--- config.mk ---
export PLATFORM = sky130hd
export DESIGN_NAME = irq_collector_flat
export DESIGN_NICKNAME = d
export VERILOG_FILES = /design/src/rtl/irq_collector_if.sv /design/src/rtl/irq_collector.sv /design/src/flat_wrapper.sv
export SDC_FILE = /design/constraint.sdc
export NUM_CORES = 1
export LEC_CHECK = 0
export BUFFER_PORTS_ARGS = -buffer_cell sky130_fd_sc_hd__buf_2
export CAP_MARGIN = 40
export CORE_MARGIN = 1
export CORE_UTILIZATION = 45
export CTS_CLUSTER_SIZE = 12
export DETAILED_ROUTE_END_ITERATION = 7
export PLACE_DENSITY = 0.91
export SYNTH_ARGS = -nofsm -noshare
export SYNTH_HDL_FRONTEND = slang
export SYNTH_SLANG_ARGS = --single-unit
--- constraint.sdc ---
create_clock -name clk -period 3.5 [get_ports clk]
set_input_delay 0.35 -clock clk [delete_from_list [all_inputs] [get_ports clk]]
set_output_delay 0.35 -clock clk [all_outputs]
set_load 0.1 [all_outputs]
--- src/rtl/irq_collector_if.sv ---
// Memory-mapped register bus shared with the timer devices.
// The CPU side drives address/write strobe/data; the device returns read data.
interface irq_collector_if;
  logic [31:0] Addr;
  logic        WE;
  logic [31:0] DataIn;
  logic [31:0] DataOut;

  modport master (output Addr, output WE, output DataIn, input DataOut);
  modport slave  (input Addr, input WE, input DataIn, output DataOut);
endinterface : irq_collector_if

--- src/rtl/irq_collector.sv ---
// Interrupt collector: latches device IRQ lines into pending flags, applies
// per-line mask and edge/level mode, and presents a registered HWInt vector
// and IntReq to CP0. Software sees PENDING (W1C), MASK, MODE and ID registers.
module irq_collector #(
  parameter int          N    = 6,
  parameter logic [31:0] BASE = 32'h0000_7f20
) (
  input  logic             clk,
  input  logic             reset,      // asynchronous, active-low
  irq_collector_if.slave   bus,
  input  logic [N-1:0]     DevIRQ,
  output logic [5:0]       HWInt,
  output logic             IntReq
);

  typedef enum logic [1:0] {
    REG_PENDING = 2'd0,
    REG_MASK    = 2'd1,
    REG_MODE    = 2'd2,
    REG_ID      = 2'd3
  } reg_idx_e;

  logic [N-1:0] pending_q, pending_d;
  logic [N-1:0] mask_q,    mask_d;
  logic [N-1:0] mode_q,    mode_d;
  logic [N-1:0] prev_q,    prev_d;
  logic [5:0]   hwint_q,   hwint_d;
  logic         intreq_q,  intreq_d;

  logic         sel;
  reg_idx_e     reg_idx;
  logic         wr_en;
  logic [N-1:0] set_vec;
  logic [N-1:0] clr_vec;
  logic [N-1:0] active_d;
  logic [N-1:0] id_cand;
  logic         id_valid;
  logic [2:0]   id_index;
  logic [31:0]  rd_data;
  logic         unused_bits;

  // Address bits below word granularity and data bits above N carry nothing.
  assign unused_bits = ^{bus.Addr[1:0], bus.DataIn[31:N]};

  // Decode, capture and next-state computation for all software-visible state.
  always_comb begin
    // NOTE: every signal gets a default first so no path can infer a latch.
    sel      = (bus.Addr[31:4] == BASE[31:4]);
    reg_idx  = reg_idx_e'(bus.Addr[3:2]);
    wr_en    = bus.WE && sel;
    clr_vec  = '0;
    mask_d   = mask_q;
    mode_d   = mode_q;

    // Edge lines fire on a rising transition, level lines whenever high.
    set_vec  = (mode_q & DevIRQ & ~prev_q) | (~mode_q & DevIRQ);

    if (wr_en) begin
      unique case (reg_idx)
        REG_PENDING: clr_vec = bus.DataIn[N-1:0];
        REG_MASK:    mask_d  = bus.DataIn[N-1:0];
        REG_MODE:    mode_d  = bus.DataIn[N-1:0];
        default:     ;  // ID is read-only
      endcase
    end

    // Set wins over a simultaneous software clear.
    pending_d = (pending_q & ~clr_vec) | set_vec;
    prev_d    = DevIRQ;

    active_d         = pending_d & mask_d;
    hwint_d          = '0;
    hwint_d[N-1:0]   = active_d;
    intreq_d         = |active_d;
  end

  // Priority encoder over the currently enabled pending lines; line 0 wins.
  always_comb begin
    id_cand  = pending_q & mask_q;
    id_valid = 1'b0;
    id_index = 3'd0;
    for (int i = N - 1; i >= 0; i--) begin
      if (id_cand[i]) begin
        id_valid = 1'b1;
        id_index = i[2:0];
      end
    end
  end

  // Combinational read mux; anything outside the window reads zero.
  always_comb begin
    rd_data = '0;
    if (sel) begin
      unique case (reg_idx)
        REG_PENDING: rd_data[N-1:0] = pending_q;
        REG_MASK:    rd_data[N-1:0] = mask_q;
        REG_MODE:    rd_data[N-1:0] = mode_q;
        REG_ID: begin
          rd_data[31]  = id_valid;
          rd_data[2:0] = id_index;
        end
        default:     rd_data = '0;
      endcase
    end
  end

  // State registers; reset discards all pending events and configuration.
  always_ff @(posedge clk or negedge reset) begin
    if (!reset) begin
      pending_q <= '0;
      mask_q    <= '0;
      mode_q    <= '0;
      prev_q    <= '0;
      hwint_q   <= '0;
      intreq_q  <= 1'b0;
    end else begin
      // NOTE: non-blocking assignments so every flop samples pre-edge values.
      pending_q <= pending_d;
      mask_q    <= mask_d;
      mode_q    <= mode_d;
      prev_q    <= prev_d;
      hwint_q   <= hwint_d;
      intreq_q  <= intreq_d;
    end
  end

  assign bus.DataOut = rd_data;
  assign HWInt       = hwint_q;
  assign IntReq      = intreq_q;

endmodule : irq_collector

--- src/flat_wrapper.sv ---
// flat-port wrapper written by rule: the top's interface ports become plain ports
module irq_collector_flat 
#(
  parameter int          N    = 6,
  parameter logic [31:0] BASE = 32'h0000_7f20
)
  (clk, reset, DevIRQ, HWInt, IntReq, bus_Addr, bus_WE, bus_DataIn, bus_DataOut);
  irq_collector_if bus_i ();
  input  logic clk;
  input  logic reset;
  input  logic [N-1:0] DevIRQ;
  output logic [5:0] HWInt;
  output logic IntReq;
  input wire logic [$bits(bus_i.Addr)-1:0] bus_Addr;
  input wire logic [$bits(bus_i.WE)-1:0] bus_WE;
  input wire logic [$bits(bus_i.DataIn)-1:0] bus_DataIn;
  output wire logic [$bits(bus_i.DataOut)-1:0] bus_DataOut;
  assign bus_i.Addr = bus_Addr;
  assign bus_i.WE = bus_WE;
  assign bus_i.DataIn = bus_DataIn;
  assign bus_DataOut = bus_i.DataOut;
  irq_collector #(.N(N), .BASE(BASE)) u_core (.clk(clk), .reset(reset), .bus(bus_i), .DevIRQ(DevIRQ), .HWInt(HWInt), .IntReq(IntReq));
endmodule
==> impl_metrics.csv, run 1 <==
group,metric,value,unit
place,dp_slack,0.7407,ns
timing,tightest_slew,0.8621,ns
timing,worst_slack,0.8283,ns
cells_and_area,syn_to_final_growth,17.96,%
grt,grt_pass1_vias,1362,
power,max-vdd-ir-drop,0.1781,mV
yosys,synth_compound_area_frac,0.09154,
die,core-area,0.003744,sq mm
timing,finalSetupViolations,0,
worst_setup_path,cp.arrival,2.32,ns
yosys,synthSimpleGateAreaFrac,0.2320,
worst_setup_path,endpoint,"bus_DataOut[1]",
yosys,synthCells,174,
timing,clock_skew,0.004325,ns
clock_tree,cts_tree,"done",
detailed_routing,drt-pass1-iter-count,4,
place,gp_congestion,0.8133,
timing,drv_slew,0,
clock_tree,cts.reportedPaths.clkPinSlew,0.06,ns
worst_setup_path,max_stage_delay,0.47,ns
yosys,muxShareOfSynthArea,0.1146,
cells_and_area,multi_input_area,883.3,sq um
detailed_routing,wirelength,3805,microns
detailed_routing,wl_per_cell,13.45,microns
cells_and_area,diodes,0,
die,initial_utilization,0.4783,
worst_setup_path,crit_start,"bus_Addr[17]",
cells_and_area,final_common_cell,"buf_2",
yosys,ys_seq_area_frac,0.4333,
timing,rsz0062_at_grt,"no",
clock_tree,cts_setup_buffers,0,
timing,timing.final.crit_share,0.7633,
cells_and_area,mostFrequentLayoutCells,"buf_2, dfrtp_1, conb_1",
detailed_routing,drtIter0Drc,54,
clock_tree,cts_hold_buf,0,
die,die_height,65.08,microns
worst_setup_path,slowest_stage,"buf_2",
grt,grt_use_total,0.1896,
grt,grt_max_degree,32,
timing,max_freq,374.3,MHz
yosys,ys.flop_type,"dfrtp_1",
die,die_w,65.08,microns
clock_tree,clk_path_buf_depth,2,
worst_setup_path,end_kind,"primary output",
die,num_io_pins,112,
cells_and_area,nFillCells,350,
yosys,synth_warnings,0,
place,io_buffers,58,
clock_tree,htreeDepth,2,
status,status,"finished clean",
flow_run,maxCapViolations,0,
clock_tree,cts_buffers,5,
timing,fin_crit,2.672,ns
grt,antenna_found_initial,0,
detailed_routing,vias_per_cell,5.102,
worst_setup_path,rr_startpoint,"u_core.mask_q[3]",
place,dp_hpwl,2972,microns
hold_path,holdCritPathClass,"input port to asynchronous set/reset pin",
worst_setup_path,worst_path_most_repeated_cell,"buf_2",
worst_setup_path,r2r_setup_slack,2.02,ns
worst_setup_path,critPathKind,"input port to primary output",
worst_setup_path,cp.required,3.15,ns
yosys,synth-edff-count,0,
yosys,syn_area,0.001790,sq mm
yosys,synth_fa_ha_area_frac,0,
yosys,avgSynthCellArea,10.29,sq um
detailed_routing,vias,1444,
detailed_routing,ant_nets,0,
power,power,0.0007893,W
die,rows,22,
cells_and_area,layout.cells.non_filler,283,
grt,grt_pass1_wl,5947,microns
timing,fin_tns_setup,0,ns
die,die_area,0.004235,sq mm
yosys,ys_types,37,
worst_setup_path,path_cells,"buf_2 -> nor4b_1 -> and4_1 -> nand4_1 -> a211oi_2 -> buf_2",
cells_and_area,drive_gt1_frac,0.3489,
timing,whs,0.1037,ns
cells_and_area,nNetsFinal,309,
clock_tree,clock_sink_count,31,
cells_and_area,regArea,775.7,sq um
worst_setup_path,cp_max_fo,7,
yosys,synth_top_family_by_area,"simple AND/OR/NAND/NOR gates",
power,p_leak,1.079,nW
timing,relSlewSlack,0.4205,
clock_tree,clk_latency,0.28,ns
yosys,synth_seq_cells,31,
timing,hold_viol,0,
grt,grt_overflow,0,
detailed_routing,drt_drc_violations_left,0,
yosys,synth-xor-area-share,0,
worst_setup_path,rr_endpoint,"u_core.IntReq",
power,p_per_area,373.7,mW/mm^2
clock_tree,cts-root-buf,"clkbuf_8",
yosys,async_flop_share,1.000,
place,place_inst,277,
worst_setup_path,rr_worst_depth,3,
worst_setup_path,worstSetupStartpointType,"input port",
clock_tree,cts.repair.resized,0,
-- flip-flops by register name, summed over array words and instances, names as in the netlist --
register          flops
u_core.mask_q         6
u_core.pending_q      6
u_core.HWInt          6
u_core.mode_q         6
u_core.prev_q         6
u_core.IntReq         1
-- logic make-up (layout without fill, tap and decap cells) --
family                 Yosys count  count (layout)
buffers and inverters           35              72
AO/OA/AOI/OAI                   25              25
flip-flops                      31              31
AND/OR/NAND/NOR                 65              65
multiplexers                    17              17
other                            1              25
-- power breakdown --
group / switching, W / leakage (nW) / internal (W) / total (W)
Combinational: 0.000149 / 0.654 / 0.0000282 / 0.000177
Sequential: 0.00000104 / 0.388 / 0.000362 / 0.000363
Clock: 0.000117 / 0.0371 / 0.000132 / 0.000249
-- worst min path at each step --
stage / from / endpoint / cells past startpoint
4_1_cts: reset / u_core.prev_q[4] / 1
5_1_grt: reset / u_core.pending_q[4] / 1
2_1_floorplan: reset / u_core.HWInt[0] / 0
3_3_place_gp: reset / u_core.prev_q[4] / 1
6_report: reset / u_core.pending_q[4] / 1
3_5_place_dp: reset / u_core.prev_q[4] / 1
-- final cells by class --
type | instances | area share
Multi-Input combinational cell | 132 | 0.4182
Sequential cell | 31 | 0.3673
Timing Repair Buffer | 58 | 0.1374
Clock buffer | 6 | 0.03436
Tap cell | 48 | 0.02844
Inverter | 8 | 0.01422
-- routing by layer --
metal | GRT usage | part of all wire | vias to the layer above
met5 | 0 | 0 | -
met4 | 0.06522 | 0.015 | 0
met3 | 0.04225 | 0.055 | 5
met2 | 0.3294 | 0.50 | 54
met1 | 0.2296 | 0.43 | 687
li1 | - | - | 698
-- metrics by stage --
step | utilization | area [sq um]
after CTS | 0.5642 | 2112
after detailed placement | 0.5448 | 2039
after global placement | 0.5448 | 2039
after global routing | 0.5642 | 2112
final | 0.5642 | 2112
after floorplan | - | 1886
-- worst max-delay path, delay by kind of cell --
kind	cells	cell delay [ns]
buffers and inverters	2	0.58
AND/OR/NAND/NOR	3	1.07
AO/OA/AOI/OAI	1	0.31
-- synth_stat cells (2+ instances only) --
cell type / count / area share
a211oi_1: 2 / 0.0084
a21boi_0: 2 / 0.0084
a21oi_1: 10 / 0.028
a22oi_1: 2 / 0.0084
a31o_2: 2 / 0.0098
a31oi_1: 2 / 0.0070
and2_1: 2 / 0.0070
and4_1: 4 / 0.020
buf_4: 25 / 0.10
dfrtp_1: 31 / 0.43
inv_1: 8 / 0.017
mux2_2: 8 / 0.050
mux2i_1: 7 / 0.039
mux4_2: 2 / 0.025
nand2_1: 17 / 0.036
nand3_1: 4 / 0.011
nand4_1: 3 / 0.010
nor2_1: 12 / 0.025
nor2b_1: 5 / 0.017
nor4_1: 4 / 0.014
nor4_2: 2 / 0.014
nor4b_1: 2 / 0.0098
nor4b_2: 2 / 0.017
o22ai_1: 2 / 0.0070
or4_1: 2 / 0.0084
Note: power is estimated with default switching activity, not from simulation.
==> run 2: changes to the inputs <==
- CORE_UTILIZATION: 45 -> 43
- PLACE_DENSITY: 0.91 -> 0.88
- clock period: 3.5 -> 2.79 ns (I/O delays scaled with it)
==> impl_metrics.csv, run 2 (synthesis results as in run 1) <==
group,metric,value,unit
flow_run,maxCapViolations,0,
clock_tree,cts-root-buf,"clkbuf_8",
power,pwr-share-clk,0.335,
clock_tree,cts.reportedPaths.clkPinSlew,0.06,ns
cells_and_area,syn_to_final_growth,19.64,%
place,gp_congestion,0.8012,
die,core-area,0.004000,sq mm
grt,grt_pass1_wl,6575,microns
clock_tree,cts_setup_buffers,0,
clock_tree,clk_path_buf_depth,2,
power,power_frac_seq,0.447,
die,initial_utilization,0.4476,
timing,drv_slew,0,
timing,tightest_slew,0.6738,ns
timing,fin_tns_setup,0,ns
timing,rsz0062_at_grt,"no",
grt,antenna_found_initial,0,
clock_tree,cts_hold_buf,0,
timing,clock_skew,0.006376,ns
worst_setup_path,end_kind,"register",
worst_setup_path,cp.required,2.95,ns
worst_setup_path,worstSetupStartpointType,"input port",
place,io_buffers,58,
detailed_routing,vias,1463,
cells_and_area,final_cell_area,0.002142,sq mm
detailed_routing,drt_drc_violations_left,0,
detailed_routing,wirelength,3832,microns
grt,grt_max_degree,32,
detailed_routing,drtIter0Drc,82,
die,die_area,0.004426,sq mm
timing,finalSetupViolations,0,
timing,hold_viol,0,
timing,relSlewSlack,0.5508,
worst_setup_path,crit_family,"simple AND/OR/NAND/NOR gates",
die,die_height,66.53,microns
cells_and_area,drive_gt1_frac,0.3598,
power,power_frac_comb,0.218,
grt,grt_use_total,0.2053,
worst_setup_path,max_stage_delay,0.54,ns
worst_setup_path,slowest_stage,"nor4_1",
grt,grt_pass1_vias,1500,
die,num_io_pins,112,
detailed_routing,vias_per_cell,5.062,
status,status,"finished clean",
detailed_routing,drt-pass1-iter-count,4,
clock_tree,cts_buffers,5,
die,die_w,66.53,microns
clock_tree,clock_sink_count,31,
power,p_per_area,475.5,mW/mm^2
timing,timing.final.crit_share,0.8783,
place,post_dp_cell_area,0.002057,sq mm
die,rows,23,
cells_and_area,final_common_cell,"buf_2",
cells_and_area,mostFrequentLayoutCells,"buf_2, dfrtp_1, conb_1",
hold_path,holdCritPathClass,"input port to asynchronous set/reset pin",
worst_setup_path,path_cells,"buf_2 -> nor4_1 -> nand4b_1 -> nor3_4 -> mux2_2 -> and2_1 -> or4_1",
cells_and_area,diodes,0,
grt,grt_overflow,0,
power,net-switching-power,0.0003554,W
power,switching_share,0.3490,
timing,max_freq,408.1,MHz
detailed_routing,wl_per_cell,13.26,microns
detailed_routing,ant_nets,0,
worst_setup_path,cp.arrival,2.61,ns
clock_tree,clk_latency,0.29,ns
worst_setup_path,critPathKind,"input port to register",
clock_tree,cts_tree,"done",
clock_tree,cts.repair.resized,0,
worst_setup_path,crit_buf_inv,1,
power,p_leak,1.094,nW
cells_and_area,nNetsFinal,311,
clock_tree,htreeDepth,2,
power,p_int,0.0006631,W
worst_setup_path,cp_max_fo,5,
power,max-vdd-ir-drop,0.2137,mV
timing,fin_crit,2.450,ns
place,dp_hpwl,3063,microns
[run 2: changes by cell type in the layout (fill, tap and decap cells not counted)]
cell        change
clkinvlp_4      +1
clkinv_2        +1
buf_4           +2
[run 2: layer usage]
metal  track usage  part of all wire  vias up
met5             0                 0        -
met4       0.06915            0.0076        0
met3       0.08390             0.058        4
met2        0.3520              0.53       45
met1        0.2293              0.41      708
li1              -                 -      706
[run 2: path summary, 6_finish.rpt]
path | startpoint | to | slack (ns) | cells past startpoint
max | bus_Addr[20] | u_core.IntReq | 0.34 | 7
min | reset | u_core.IntReq | 0.02 | 1
max reg2reg | u_core.mask_q[3] | u_core.IntReq | 1.27 | 3
min reg2reg | u_core.mode_q[4] | u_core.mode_q[4] | 0.54 | 1
max in group asynchronous | reset | u_core.HWInt[2] | 2.33 | 1
min in group clk | DevIRQ[5] | u_core.prev_q[5] | 0.10 | 1
[run 2: final cells by class]
cell class                      count  area, sq um
Sequential cell                    31        775.7
Fill cell                         376         1858
Inverter                            8        30.03
Multi-Input combinational cell    132        883.3
Tap cell                           50        62.56
Clock inverter                      2        12.51
Timing Repair Buffer               60        305.3
Clock buffer                        6        72.57
[run 2: stage by stage]
| stage | std cells | hold slack, ns | setup slack [ns] | power [W] | util |
|---|---|---|---|---|---|
| 2_1_floorplan | 198 | -0.01659 | 0.004214 | 0.0006604 | - |
| 3_3_place_gp | 281 | 0.3415 | 0.2283 | 0.0006833 | 0.5142 |
| 3_5_place_dp | 281 | 0.3551 | 0.04849 | 0.0006853 | 0.5142 |
| 4_1_cts | 289 | 0.03921 | 0.3154 | 0.001026 | 0.5355 |
| 5_1_grt | 289 | 0.06871 | 0.1169 | 0.001064 | 0.5355 |
| 6_report | 289 | 0.02319 | 0.3397 | 0.001019 | 0.5355 |
[run 2: power groups by stage]
stage | logic (W) | registers [W] | clock network [W]
2_1_floorplan | 0.000197 | 0.000463 | 0
3_5_place_dp | 0.000222 | 0.000463 | 0
3_3_place_gp | 0.000220 | 0.000463 | 0
4_1_cts | 0.000222 | 0.000455 | 0.000348
6_report | 0.000222 | 0.000455 | 0.000342
5_1_grt | 0.000236 | 0.000455 | 0.000374
